File: src/rtl/pix_stream_pkg.sv
// Shared types and default geometry for the pixel stream stages.
// Imported by the FIFO reader and the downstream filter blocks.
package pix_stream_pkg;

  localparam int unsigned DEF_IMG_W  = 640;
  localparam int unsigned DEF_IMG_H  = 480;
  localparam int unsigned DEF_DATA_W = 8;
  localparam int unsigned DEF_X_W    = $clog2(DEF_IMG_W);
  localparam int unsigned DEF_Y_W    = $clog2(DEF_IMG_H);

  typedef enum logic [1:0] {
    IDLE   = 2'd0,
    STREAM = 2'd1,
    DRAIN  = 2'd2
  } state_t;

  typedef struct packed {
    logic [DEF_DATA_W-1:0] data;
    logic [DEF_X_W-1:0]    x;
    logic [DEF_Y_W-1:0]    y;
    logic                  sof;
    logic                  eol;
    logic                  eof;
  } pix_beat_t;

  // A read may issue only if every in-flight and buffered pixel still has a slot.
  function automatic logic rd_allowed(input logic [1:0] cnt, input logic pend, input logic pop);
    return (3'(cnt) + 3'(pend)) < (3'd2 + 3'(pop));
  endfunction

endpackage

File: src/rtl/skid_buf2.sv
// Two-entry in-order buffer; head is always entry 0.
// Push and pop in the same cycle keep occupancy and ordering intact.
module skid_buf2 #(
  parameter int unsigned W = 8
) (
  input  logic         i_clk,
  input  logic         i_rst,
  input  logic         i_push,
  input  logic [W-1:0] i_data,
  input  logic         i_pop,
  output logic [1:0]   o_cnt,
  output logic [W-1:0] o_head
);

  logic [1:0]   r_cnt;
  logic [W-1:0] r_mem0;
  logic [W-1:0] r_mem1;

  always_ff @(posedge i_clk) begin
    if (i_rst) begin
      r_cnt  <= 2'd0;
      r_mem0 <= '0;
      r_mem1 <= '0;
    end else begin
      unique case ({i_push, i_pop})
        2'b10: begin
          if (r_cnt == 2'd0) r_mem0 <= i_data;
          else               r_mem1 <= i_data;
          r_cnt <= r_cnt + 2'd1;
        end
        2'b01: begin
          r_mem0 <= r_mem1;
          r_cnt  <= r_cnt - 2'd1;
        end
        2'b11: begin
          // Full: shift then append; single entry: replace head directly.
          if (r_cnt == 2'd2) begin
            r_mem0 <= r_mem1;
            r_mem1 <= i_data;
          end else begin
            r_mem0 <= i_data;
          end
        end
        default: ;
      endcase
    end
  end

  assign o_cnt  = r_cnt;
  assign o_head = r_mem0;

endmodule

File: src/rtl/fifo_pixel_reader.sv
// Reads one IMG_W*IMG_H frame from the pixel FIFO per start and emits it as a
// valid/ready raster stream with coordinates and frame/line markers.
module fifo_pixel_reader
  import pix_stream_pkg::*;
#(
  parameter int unsigned IMG_W  = DEF_IMG_W,
  parameter int unsigned IMG_H  = DEF_IMG_H,
  parameter int unsigned DATA_W = DEF_DATA_W
) (
  input  logic                       i_clk,
  input  logic                       i_rst,
  input  logic                       i_start,
  output logic                       o_busy,
  output logic                       o_frame_done,
  input  logic                       i_fifo_empty,
  input  logic [DATA_W-1:0]          i_fifo_data,
  output logic                       o_fifo_rd,
  output logic                       o_m_valid,
  input  logic                       i_m_ready,
  output logic [DATA_W-1:0]          o_m_data,
  output logic [$clog2(IMG_W)-1:0]   o_m_x,
  output logic [$clog2(IMG_H)-1:0]   o_m_y,
  output logic                       o_m_sof,
  output logic                       o_m_eof,
  output logic                       o_m_eol
);

  localparam int unsigned XW   = $clog2(IMG_W);
  localparam int unsigned YW   = $clog2(IMG_H);
  localparam int unsigned NPIX = IMG_W * IMG_H;
  localparam int unsigned CW   = $clog2(NPIX + 1);

  state_t        r_state;
  state_t        w_state_nxt;
  logic [CW-1:0] r_rd_cnt;
  logic          r_pend;
  logic [XW-1:0] r_x;
  logic [YW-1:0] r_y;
  logic          r_busy;
  logic          r_frame_done;

  logic [1:0]    w_cnt;
  logic          w_pop;
  logic          w_fifo_rd;
  logic          w_last_rd;
  logic          w_frame_end;
  logic          w_eol;
  logic          w_eof;

  skid_buf2 #(.W(DATA_W)) u_skid (
    .i_clk  (i_clk),
    .i_rst  (i_rst),
    .i_push (r_pend),
    .i_data (i_fifo_data),
    .i_pop  (w_pop),
    .o_cnt  (w_cnt),
    .o_head (o_m_data)
  );

  assign o_m_valid = (w_cnt != 2'd0);
  assign w_pop     = o_m_valid && i_m_ready;

  // Head-of-stream markers decoded from the coordinate counters.
  assign w_eol   = (r_x == XW'(IMG_W - 1));
  assign w_eof   = w_eol && (r_y == YW'(IMG_H - 1));
  assign o_m_x   = r_x;
  assign o_m_y   = r_y;
  assign o_m_eol = w_eol;
  assign o_m_eof = w_eof;
  assign o_m_sof = (r_x == '0) && (r_y == '0);

  always_ff @(posedge i_clk) begin
    if (i_rst) r_state <= IDLE;
    else       r_state <= w_state_nxt;
  end

  // Read strobe is combinational so a pop can free a slot in the same cycle.
  always_comb begin
    w_fifo_rd   = 1'b0;
    w_last_rd   = 1'b0;
    w_frame_end = 1'b0;
    if ((r_state == STREAM) && !i_fifo_empty && (r_rd_cnt < CW'(NPIX)) &&
        rd_allowed(w_cnt, r_pend, w_pop)) begin
      w_fifo_rd = 1'b1;
    end
    w_last_rd   = w_fifo_rd && (r_rd_cnt == CW'(NPIX - 1));
    w_frame_end = (r_state == DRAIN) && w_pop && w_eof;
  end

  always_comb begin
    w_state_nxt = r_state;
    unique case (r_state)
      IDLE:    if (i_start && !r_frame_done) w_state_nxt = STREAM;
      STREAM:  if (w_last_rd) w_state_nxt = DRAIN;
      DRAIN:   if (w_frame_end) w_state_nxt = IDLE;
      default: w_state_nxt = IDLE;
    endcase
  end

  always_ff @(posedge i_clk) begin
    if (i_rst) begin
      r_rd_cnt     <= '0;
      r_pend       <= 1'b0;
      r_busy       <= 1'b0;
      r_frame_done <= 1'b0;
    end else begin
      r_pend       <= w_fifo_rd;
      r_busy       <= (w_state_nxt != IDLE);
      r_frame_done <= w_frame_end;
      if ((r_state == IDLE) && (w_state_nxt == STREAM)) r_rd_cnt <= '0;
      else if (w_fifo_rd)                                r_rd_cnt <= r_rd_cnt + CW'(1);
    end
  end

  // Raster coordinates of the head pixel advance on every handshake.
  always_ff @(posedge i_clk) begin
    if (i_rst) begin
      r_x <= '0;
      r_y <= '0;
    end else if (w_pop) begin
      if (w_eol) begin
        r_x <= '0;
        if (r_y == YW'(IMG_H - 1)) r_y <= '0;
        else                       r_y <= r_y + YW'(1);
      end else begin
        r_x <= r_x + XW'(1);
      end
    end
  end

  assign o_fifo_rd    = w_fifo_rd;
  assign o_busy       = r_busy;
  assign o_frame_done = r_frame_done;

endmodule

File: config.mk
export PLATFORM = sky130hd
export DESIGN_NAME = fifo_pixel_reader
export DESIGN_NICKNAME = d
export VERILOG_FILES = /design/src/rtl/pix_stream_pkg.sv /design/src/rtl/skid_buf2.sv /design/src/rtl/fifo_pixel_reader.sv
export SDC_FILE = /design/constraint.sdc
export NUM_CORES = 1
export LEC_CHECK = 0
export ABC_AREA = 0
export BUFFER_PORTS_ARGS = -buffer_cell sky130_fd_sc_hd__clkbuf_2
export CAP_MARGIN = 20
export CORE_ASPECT_RATIO = 1.1
export CORE_MARGIN = 4
export CORE_UTILIZATION = 35
export CTS_CLUSTER_DIAMETER = 150
export CTS_CLUSTER_SIZE = 8
export DETAILED_ROUTE_END_ITERATION = 16
export HOLD_SLACK_MARGIN = 0.05
export PLACE_DENSITY = 0.57
export RECOVER_POWER = 50
export SYNTH_ARGS = -nofsm -noshare
export SYNTH_HDL_FRONTEND = slang
export SYNTH_HIERARCHICAL = 1
export SYNTH_SLANG_ARGS = --single-unit
File: constraint.sdc
create_clock -name i_clk -period 2.1 [get_ports i_clk]
set_input_delay 0.21 -clock i_clk [delete_from_list [all_inputs] [get_ports i_clk]]
set_output_delay 0.21 -clock i_clk [all_outputs]
set_load 0.01 [all_outputs]
==> flow_summary.yaml, run 1 <==
setup_path:
  end_kind: "register"
  crit_type: "register to register"
  crit_arrival_ps: 2530
  cp.required_ps: 2370
  path_max_fanout: 5
  startpoint_type: "register"
cts:
  clk_latency_ps: 340
  numCtsBuffers: 9
  cts_tree: "yes"
  cts_buffer_depth: 2
  cts-root-buf: "clkbuf_8"
  cts_sinks: 61
  htree_levels: 3
  clk_pin_slew_ps: 70
synth:
  synth_area_leader_cell: "dfxtp_1"
  synth_seq_cells: 61
  synth_most_common_cell: "dfxtp_1"
  async_flop_share: 0
  synth_nets: 394
  yosys-top-cells-area: "dfxtp_1 (39%), xnor2_1 (6.2%), ha_1 (4.4%)"
  synth_seq_area_share: 0.390
  syn_inst: 370
  syn_area_per_cell_sq_um: 8.46
  synth_top_area_frac: 0.390
  yosysWarnings: 6
  synthDistinctLibCells: 50
  synth_edf_count: 0
  synth_flop_cell: "dfxtp_1"
  synth_commonest_cells: "dfxtp_1 (61), nor2_1 (31), a21oi_1 (27), xnor2_1 (22), nand3_1 (19)"
  syn_area_sq_um: 3130
grt:
  grt_pass1_vias: 2934
  grt_usage: 0.163
  antenna_found_initial: 0
  grt_start_max_net_pins: 43
  grt-ovfl-total: 0
  grt_pass1_wl_um: 13900
sta:
  drv_slew: 0
  rsz0062_at_grt: "true"
  hold_viol: 0
  period_share: 1.08
  min_period_ps: 2260
  postLayoutSetupSlackWorst_ps: -164
  setup_violations: 7
  skew_ps: 9.09
  fmax_mhz: 442
  tightest_slew_ps: 588
  hold_slack_ps: 140
  slew_headroom: 0.607
final_layout:
  final_nets: 459
  final_core_util: 0.460
  n_antenna_cell: 0
  layout-drive-gt1-share: 0.200
  syn2layout_area_growth_pct: 25.6
floorplanning:
  die_h_um: 107
  io_pins: 47
  rows: 35
  start_util: 0.366
  die_x_um: 98.2
  die_area_sq_um: 10500
  core_area_sq_um: 8540
hold_path:
  hp-class: "primary input to register"
place:
  numPortBuffers: 46
  gp_routability_congestion: 0.874
  place_hpwl_um: 5820
power_and_ir_drop:
  cellLeakagePower_nw: 1.37
  peakVddDrop_uv: 339
  powerDensity_nw_per_um2: 694
drt:
  avgViaCountPerCell: 5.39
  vias: 2964
  drc: 0
  routedWlPerCell_um: 15.1
  first_iter_violations: 121
  first_pass_iters: 4
  postRouteAntennaNets: 0
  drt_wl_total_um: 8310
job:
  max_cap_violations: 0
run_status:
  violations: "negative setup slack"
  status: "complete, but fails checks"
## per-layer routing
layer | vias up | GRT usage | part of all wire
met5 | - | 0 | 0
met4 | 0 | 0.0624 | 0.014
met3 | 8 | 0.0442 | 0.043
met2 | 66 | 0.272 | 0.48
met1 | 1415 | 0.200 | 0.46
li1 | 1475 | - | -
## critical path, stage by stage, from the launching register on
cell,delay [ps]
dfxtp_2,340
ha_4,160
ha_4,150
or4b_4,490
or3_4,420
buf_6,140
or4_1,390
a21oi_1,120
## power by group
group,leakage [nW],internal (mW),switching (mW)
clock,0.112,0.687,0.457
combinational,0.766,0.138,0.220
sequential,0.494,1.20,0.0299
total,1.37,2.02,0.706
## through the flow
step                area [sq um]  TNS, ps  setup WS (ps)  total power, mW  std cells
floorplan                   3220    -1100           -162             1.49        370
global placement            3670     -128          -97.5             1.59        531
detailed placement          3670     -412           -142             1.60        531
CTS                         3930     -833           -195             2.76        549
global route                3930    -1240           -210             2.86        550
finish                      3930     -716           -164             2.73        550
## flip-flops by register name, indices dropped and copies added, names as in the netlist
register,flops
o_m_y,9
r_state,2
u_skid/o_cnt,2
o_m_x,10
u_skid/r_mem1,8
o_busy,1
r_rd_cnt,19
o_frame_done,1
u_skid/o_head,8
r_pend,1
## layout make-up
cell class | instances | area (sq um)
clock buffer | 10 | 138
clock inverter | 5 | 75.1
fill | 894 | 4610
inverter | 12 | 47.5
multi-input combinational | 272 | 1860
sequential | 61 | 1220
tap | 111 | 139
timing repair buffer | 79 | 444
## logic make-up after synthesis
logic type,count (synthesis),share of synthesized area
AOI/OAI and AO/OA,75,0.155
adders and majority gates,11,0.0440
muxes,2,0.00640
and+or+nand+nor,156,0.273
DFF,61,0.390
buffers and inverters,37,0.0524
xor gates and xnor gates,28,0.0784
## path summary, 6_finish.rpt
path         cells after the start              from  slack (ps)          endpoint
max                              7            r_pend        -160      r_rd_cnt[14]
min                              3    i_fifo_data[1]         140  u_skid/o_head[1]
max reg2reg                      7            r_pend        -160      r_rd_cnt[14]
min reg2reg                      2  u_skid/r_mem1[7]         470  u_skid/r_mem1[7]
## cells in the final DEF (no fill, tap or decap), types with 14 or more instances in the layout
master    instances
nand3_1          19
nor2_1           30
a21oi_1          27
clkbuf_2         18
clkbuf_1         31
nor3_1           14
xnor2_1          21
nand2_1          17
buf_4            25
dfxtp_1          59
nand4_1          16
## timing repair
action                     in CTS  in global routing
setup buffers                   3                  0
hold buffers                    0                  0
pin swaps                       3                  2
gates resized for setup         3                 13
setup endpoints to repair       9                 21
cloned                          0                  1
No activity file was read; power rests on OpenSTA's default activity.
==> run 2: changes to the inputs <==
clock period = 1.9 ns   (was 2.1 ns; I/O delays follow)
==> run 2 against run 1 <==
Effect of this change:
- the flow still finishes with violations (negative setup slack)
- flip-flop and latch count stayed put
- worst setup slack worse by 190 ps
- global-route usage is 0.45 points higher
- clock power hardly changed
- maximum frequency is 0.56% higher
- critical path depth stayed put
- combinational power is 24% higher
- cell count is 4.0% higher
- register-to-register slack worse by 190 ps
- sequential share of layout area is 2.5 points lower
- hold slack worse by 13 ps
- largest cell class unchanged
- largest power group unchanged
- highest routed layer unchanged
==> flow_summary.yaml, run 2 (synthesis results as in run 1) <==
cts:
  ctsHoldBuffers: 0
  clk_pin_slew_ps: 70
  cts_buffer_depth: 2
  cts_tree: "yes"
  numCtsBuffers: 9
  htree_levels: 3
  cts-root-buf: "clkbuf_8"
  clk_latency_ps: 340
  cts_sinks: 61
setup_path:
  end_kind: "register"
  startpoint_type: "register"
  crit_type: "register to register"
  rr_endpoint: "r_rd_cnt[14]"
  cp.required_ps: 2170
  slowest_stage: "or4b_4"
  path_max_fanout: 4
  cpMostUsedCell: "ha_4"
  path_cells: "ha_4 -> ha_4 -> or4b_4 -> or3_4 -> buf_6 -> or4_1 -> a21oi_1"
  reg2reg_depth: 7
  crit_family: "simple AND/OR/NAND/NOR gates"
  crit_arrival_ps: 2520
  crit_buf_inv: 1
  r2r_setup_slack_ps: -350
  cp_slowest_stage_delay_ps: 480
  r2r_start: "r_pend"
sta:
  postLayoutSetupSlackWorst_ps: -351
  skew_ps: 10.9
  rsz0062_at_grt: "true"
  fmax_mhz: 444
  setup_violations: 18
  hold_slack_ps: 127
  hold_viol: 0
  drv_slew: 0
  slew_headroom: 0.614
  period_share: 1.18
  tightest_slew_ps: 577
  min_period_ps: 2250
run_status:
  violations: "negative setup slack"
  status: "complete, but fails checks"
drt:
  postRouteAntennaNets: 0
  first_iter_violations: 95
  vias: 3054
  avgViaCountPerCell: 5.34
  first_pass_iters: 4
  routedWlPerCell_um: 14.9
  drc: 0
  drt_wl_total_um: 8550
floorplanning:
  die_x_um: 98.2
  io_pins: 47
  rows: 35
  die_area_sq_um: 10500
  start_util: 0.366
  die_h_um: 107
  core_area_sq_um: 8540
final_layout:
  n_fill_cell: 842
  final_nets: 480
  layout-drive-gt1-share: 0.280
  syn2layout_area_growth_pct: 36.7
  largest_reg_flops: 19
  final_cell_mix: "dfxtp_1 (59), buf_4 (39), nor2_1 (29), clkbuf_1 (29), a21oi_1 (26)"
  regMostFlops: "r_rd_cnt"
  n_antenna_cell: 0
  layout_commonest_cell: "dfxtp_1"
grt:
  grt_use_met1: 0.212
  grt_pass1_wl_um: 14300
  grt-ovfl-total: 0
  grt_most_used_layer: "met2"
  grt_usage: 0.167
  antenna_found_initial: 0
  grt_start_max_net_pins: 43
  use_met2: 0.277
  use_met3: 0.0371
  grt_pass1_vias: 2946
power_and_ir_drop:
  powerDensity_nw_per_um2: 690
  peakVddDrop_uv: 345
  cellLeakagePower_nw: 1.48
  power.total_mw: 2.95
place:
  place_hpwl_um: 5940
  numPortBuffers: 46
  gp_routability_congestion: 0.799
hold_path:
  hp-class: "primary input to register"
  min_delay_path_depth: 3
  worstHoldEndpoint: "u_skid/o_head[1]"
  min_from: "i_fifo_data[1]"
job:
  max_cap_violations: 0
## run 2: changes by cell type in the layout (fill, tap and decap cells not counted), sizes merged
cell and delta:
clkinvlp +1, bufinv -1, clkbuf +7, clkinv -1, buf +16
## run 2: cell type report
cell class / count / area, sq um / share of cell area
Tap cell: 111 / 139 / 0.0325
Inverter: 12 / 47.5 / 0.0111
Multi-Input combinational cell: 272 / 2060 / 0.481
Timing Repair Buffer: 100 / 619 / 0.145
Clock inverter: 4 / 47.5 / 0.0111
Clock buffer: 12 / 145 / 0.0339
Sequential cell: 61 / 1220 / 0.286
## run 2: routing by layer
| metal | up-vias | wire length [um] |
|---|---|---|
| met5 | - | 0 |
| met4 | 0 | 137 |
| met3 | 11 | 336 |
| met2 | 67 | 4250 |
| met1 | 1455 | 3820 |
| li1 | 1521 | - |
## run 2: timing repair
action / 4_1_cts / 5_1_grt
setup endpoints to repair: 33 / 44
cloned: 0 / 1
endpoints found under the hold margin: 0 / 0
setup buffers: 7 / 0
resized for setup: 30 / 29
pin swaps: 16 / 12
## run 2: worst max path at each step
stage                          from      endpoint  slack, ps  cells after the start
detailed placement  u_skid/o_cnt[0]  r_rd_cnt[14]       -370                      6
finish                       r_pend  r_rd_cnt[14]       -350                      7
global route                 r_pend  r_rd_cnt[14]       -420                      7
floorplan           u_skid/o_cnt[0]  r_rd_cnt[16]       -360                      8
CTS                          r_pend     o_fifo_rd       -320                      6
global placement    u_skid/o_cnt[0]  r_rd_cnt[14]       -330                      6
## run 2: through the flow
step | area (sq um) | setup TNS, ps | worst slack, ps | cells | util
3_3_place_gp | 3810 | -3680 | -329 | 548 | 0.447
5_1_grt | 4280 | -7230 | -424 | 572 | 0.501
2_1_floorplan | 3240 | -4540 | -362 | 370 | -
6_report | 4280 | -3640 | -351 | 572 | 0.501
3_5_place_dp | 3810 | -4850 | -373 | 548 | 0.447
4_1_cts | 4220 | -3290 | -325 | 571 | 0.495
## run 2: worst reg2reg max path: stages (launching register included)
cell and delay (ps):
dfxtp_2 340, ha_4 160, ha_4 140, or4b_4 480, or3_4 390, buf_6 140, or4_1 390, a21oi_1 150
## run 2: report_power, final
group	switching, mW	internal (mW)	total (mW)	leakage (nW)
Combinational	0.269	0.174	0.444	0.889
Sequential	0.0295	1.32	1.35	0.494
Clock	0.518	0.638	1.16	0.0964
==> run 3: changes to the inputs <==
RECOVER_POWER = 100   (was 50)
==> run 3 against run 2 <==
Effect of this change:
- the flow still finishes with violations (negative setup slack)
- sequential power barely moved
- clock skew barely moved
- die area did not move
- clock power about the same
- sequential share of layout area up 0.13 points
- worst setup slack worse by 2.0 ps
- combinational power about the same
- cell count stayed put
- count of clock-buffer cells in the layout is the same
- register-to-register slack barely moved
- critical path type unchanged
==> flow_summary.yaml, run 3 (synthesis results as in run 1) <==
drt:
  vias: 3063
  drt_wl_total_um: 8550
  avgViaCountPerCell: 5.35
  first_pass_iters: 4
  postRouteAntennaNets: 0
  routedWlPerCell_um: 15.0
  first_iter_violations: 116
  drc: 0
grt:
  grt_start_max_net_pins: 43
  antenna_found_initial: 0
  grt_pass1_vias: 2946
  grt_usage: 0.167
  grt-ovfl-total: 0
  grt_pass1_wl_um: 14300
setup_path:
  crit_type: "register to register"
  slowest_stage: "or4b_4"
  crit_buf_inv: 1
  end_kind: "register"
  cpMostUsedCell: "ha_4"
  crit_arrival_ps: 2520
  crit_family: "simple AND/OR/NAND/NOR gates"
  path_cells: "ha_4 -> ha_4 -> or4b_4 -> or3_4 -> buf_6 -> or4_1 -> a21oi_1"
  cp_slowest_stage_delay_ps: 480
  startpoint_type: "register"
  cp.required_ps: 2170
  path_max_fanout: 4
final_layout:
  n_antenna_cell: 0
  n_fill_cell: 850
  layout-drive-gt1-share: 0.273
  syn2layout_area_growth_pct: 36.1
  final_core_util: 0.499
  largest_reg_flops: 19
  final_cell_mix: "dfxtp_1 (59), buf_4 (37), clkbuf_1 (31)"
  final_nets: 480
  layout_commonest_cell: "dfxtp_1"
  final_area_sq_um: 4260
  regMostFlops: "r_rd_cnt"
cts:
  cts_buffer_depth: 2
  cts-root-buf: "clkbuf_8"
  numCtsBuffers: 9
  clk_pin_slew_ps: 70
  ctsHoldBuffers: 0
  clk_latency_ps: 340
  cts_sinks: 61
  cts_tree: "yes"
  htree_levels: 3
floorplanning:
  start_util: 0.366
  die_x_um: 98.2
  core_area_sq_um: 8540
  io_pins: 47
  rows: 35
  die_h_um: 107
  die_area_sq_um: 10500
sta:
  min_period_ps: 2250
  fmax_mhz: 444
  slew_headroom: 0.630
  rsz0062_at_grt: "true"
  drv_slew: 0
  tightest_slew_ps: 552
  period_share: 1.19
  postLayoutSetupSlackWorst_ps: -353
  skew_ps: 10.6
  setup_violations: 18
  hold_viol: 0
place:
  numPortBuffers: 46
  placed_area_sq_um: 3810
  gp_routability_congestion: 0.799
  place_hpwl_um: 5940
run_status:
  status: "complete, but fails checks"
  violations: "negative setup slack"
power_and_ir_drop:
  peakVddDrop_uv: 344
  cellLeakagePower_nw: 1.47
  powerDensity_nw_per_um2: 692
hold_path:
  hp-class: "primary input to register"
job:
  max_cap_violations: 0
==> run 3: cell types whose count changed in the layout (fill, tap and decap cells not counted), sizes merged <==
cell,delta
buf,-3
clkbuf,+3
==> run 3: layout make-up <==
| type | count | area [sq um] | area share |
|---|---|---|---|
| multi-input combinational | 272 | 2050 | 0.481 |
| sequential | 61 | 1220 | 0.287 |
| timing repair buffer | 100 | 606 | 0.142 |
| clock buffer | 12 | 145 | 0.0341 |
| tap | 111 | 139 | 0.0326 |
| clock inverter | 4 | 47.5 | 0.0112 |
| inverter | 12 | 47.5 | 0.0112 |
==> run 3: power breakdown <==
| part | switching [mW] | internal, mW | total [mW] |
|---|---|---|---|
| logic | 0.269 | 0.172 | 0.441 |
| clock network | 0.517 | 0.638 | 1.16 |
| registers | 0.0293 | 1.32 | 1.35 |
| total | 0.815 | 2.13 | 2.95 |
==> run 3: worst paths after layout <==
path	to	startpoint	slack, ps	cells past startpoint
worst max register to register	r_rd_cnt[14]	r_pend	-350	7
worst max-delay path	r_rd_cnt[14]	r_pend	-350	7
worst min-delay path	u_skid/o_head[1]	i_fifo_data[1]	130	3
worst min register to register	u_skid/r_mem1[4]	u_skid/r_mem1[4]	470	2
==> run 3: timing repair <==
item,4_1_cts,5_1_grt
gates resized for setup,30,29
setup buffers,7,0
pin swaps,16,12
cloned,0,1
setup endpoints to repair,33,44
hold endpoints to repair,0,0
==> run 3: worst min-delay path, delay by kind of cell <==
family                 cells  cell delay (ps)
AO/OA/AOI/OAI              1               80
AND/OR/NAND/NOR            1               60
buffers and inverters      1               90
==> run 3: metal layers <==
layer	global-route usage	vias up	share of wire
met5	0	-	0
met4	0.0644	0	0.016
met3	0.0371	11	0.044
met2	0.277	78	0.50
met1	0.212	1453	0.44
li1	-	1521	-
==> run 3: per-stage QoR <==
stage                     hold WS (ps)  power [mW]  cells  setup WS [ps]  setup TNS (ps)
after floorplan                    364        1.64    370           -362           -4540
after global placement             456        1.77    548           -329           -3680
after detailed placement           459        1.78    548           -373           -4850
final                              127        2.95    572           -353           -3650
after CTS                          113        2.98    571           -325           -3290
after global routing               127        3.08    572           -424           -7940
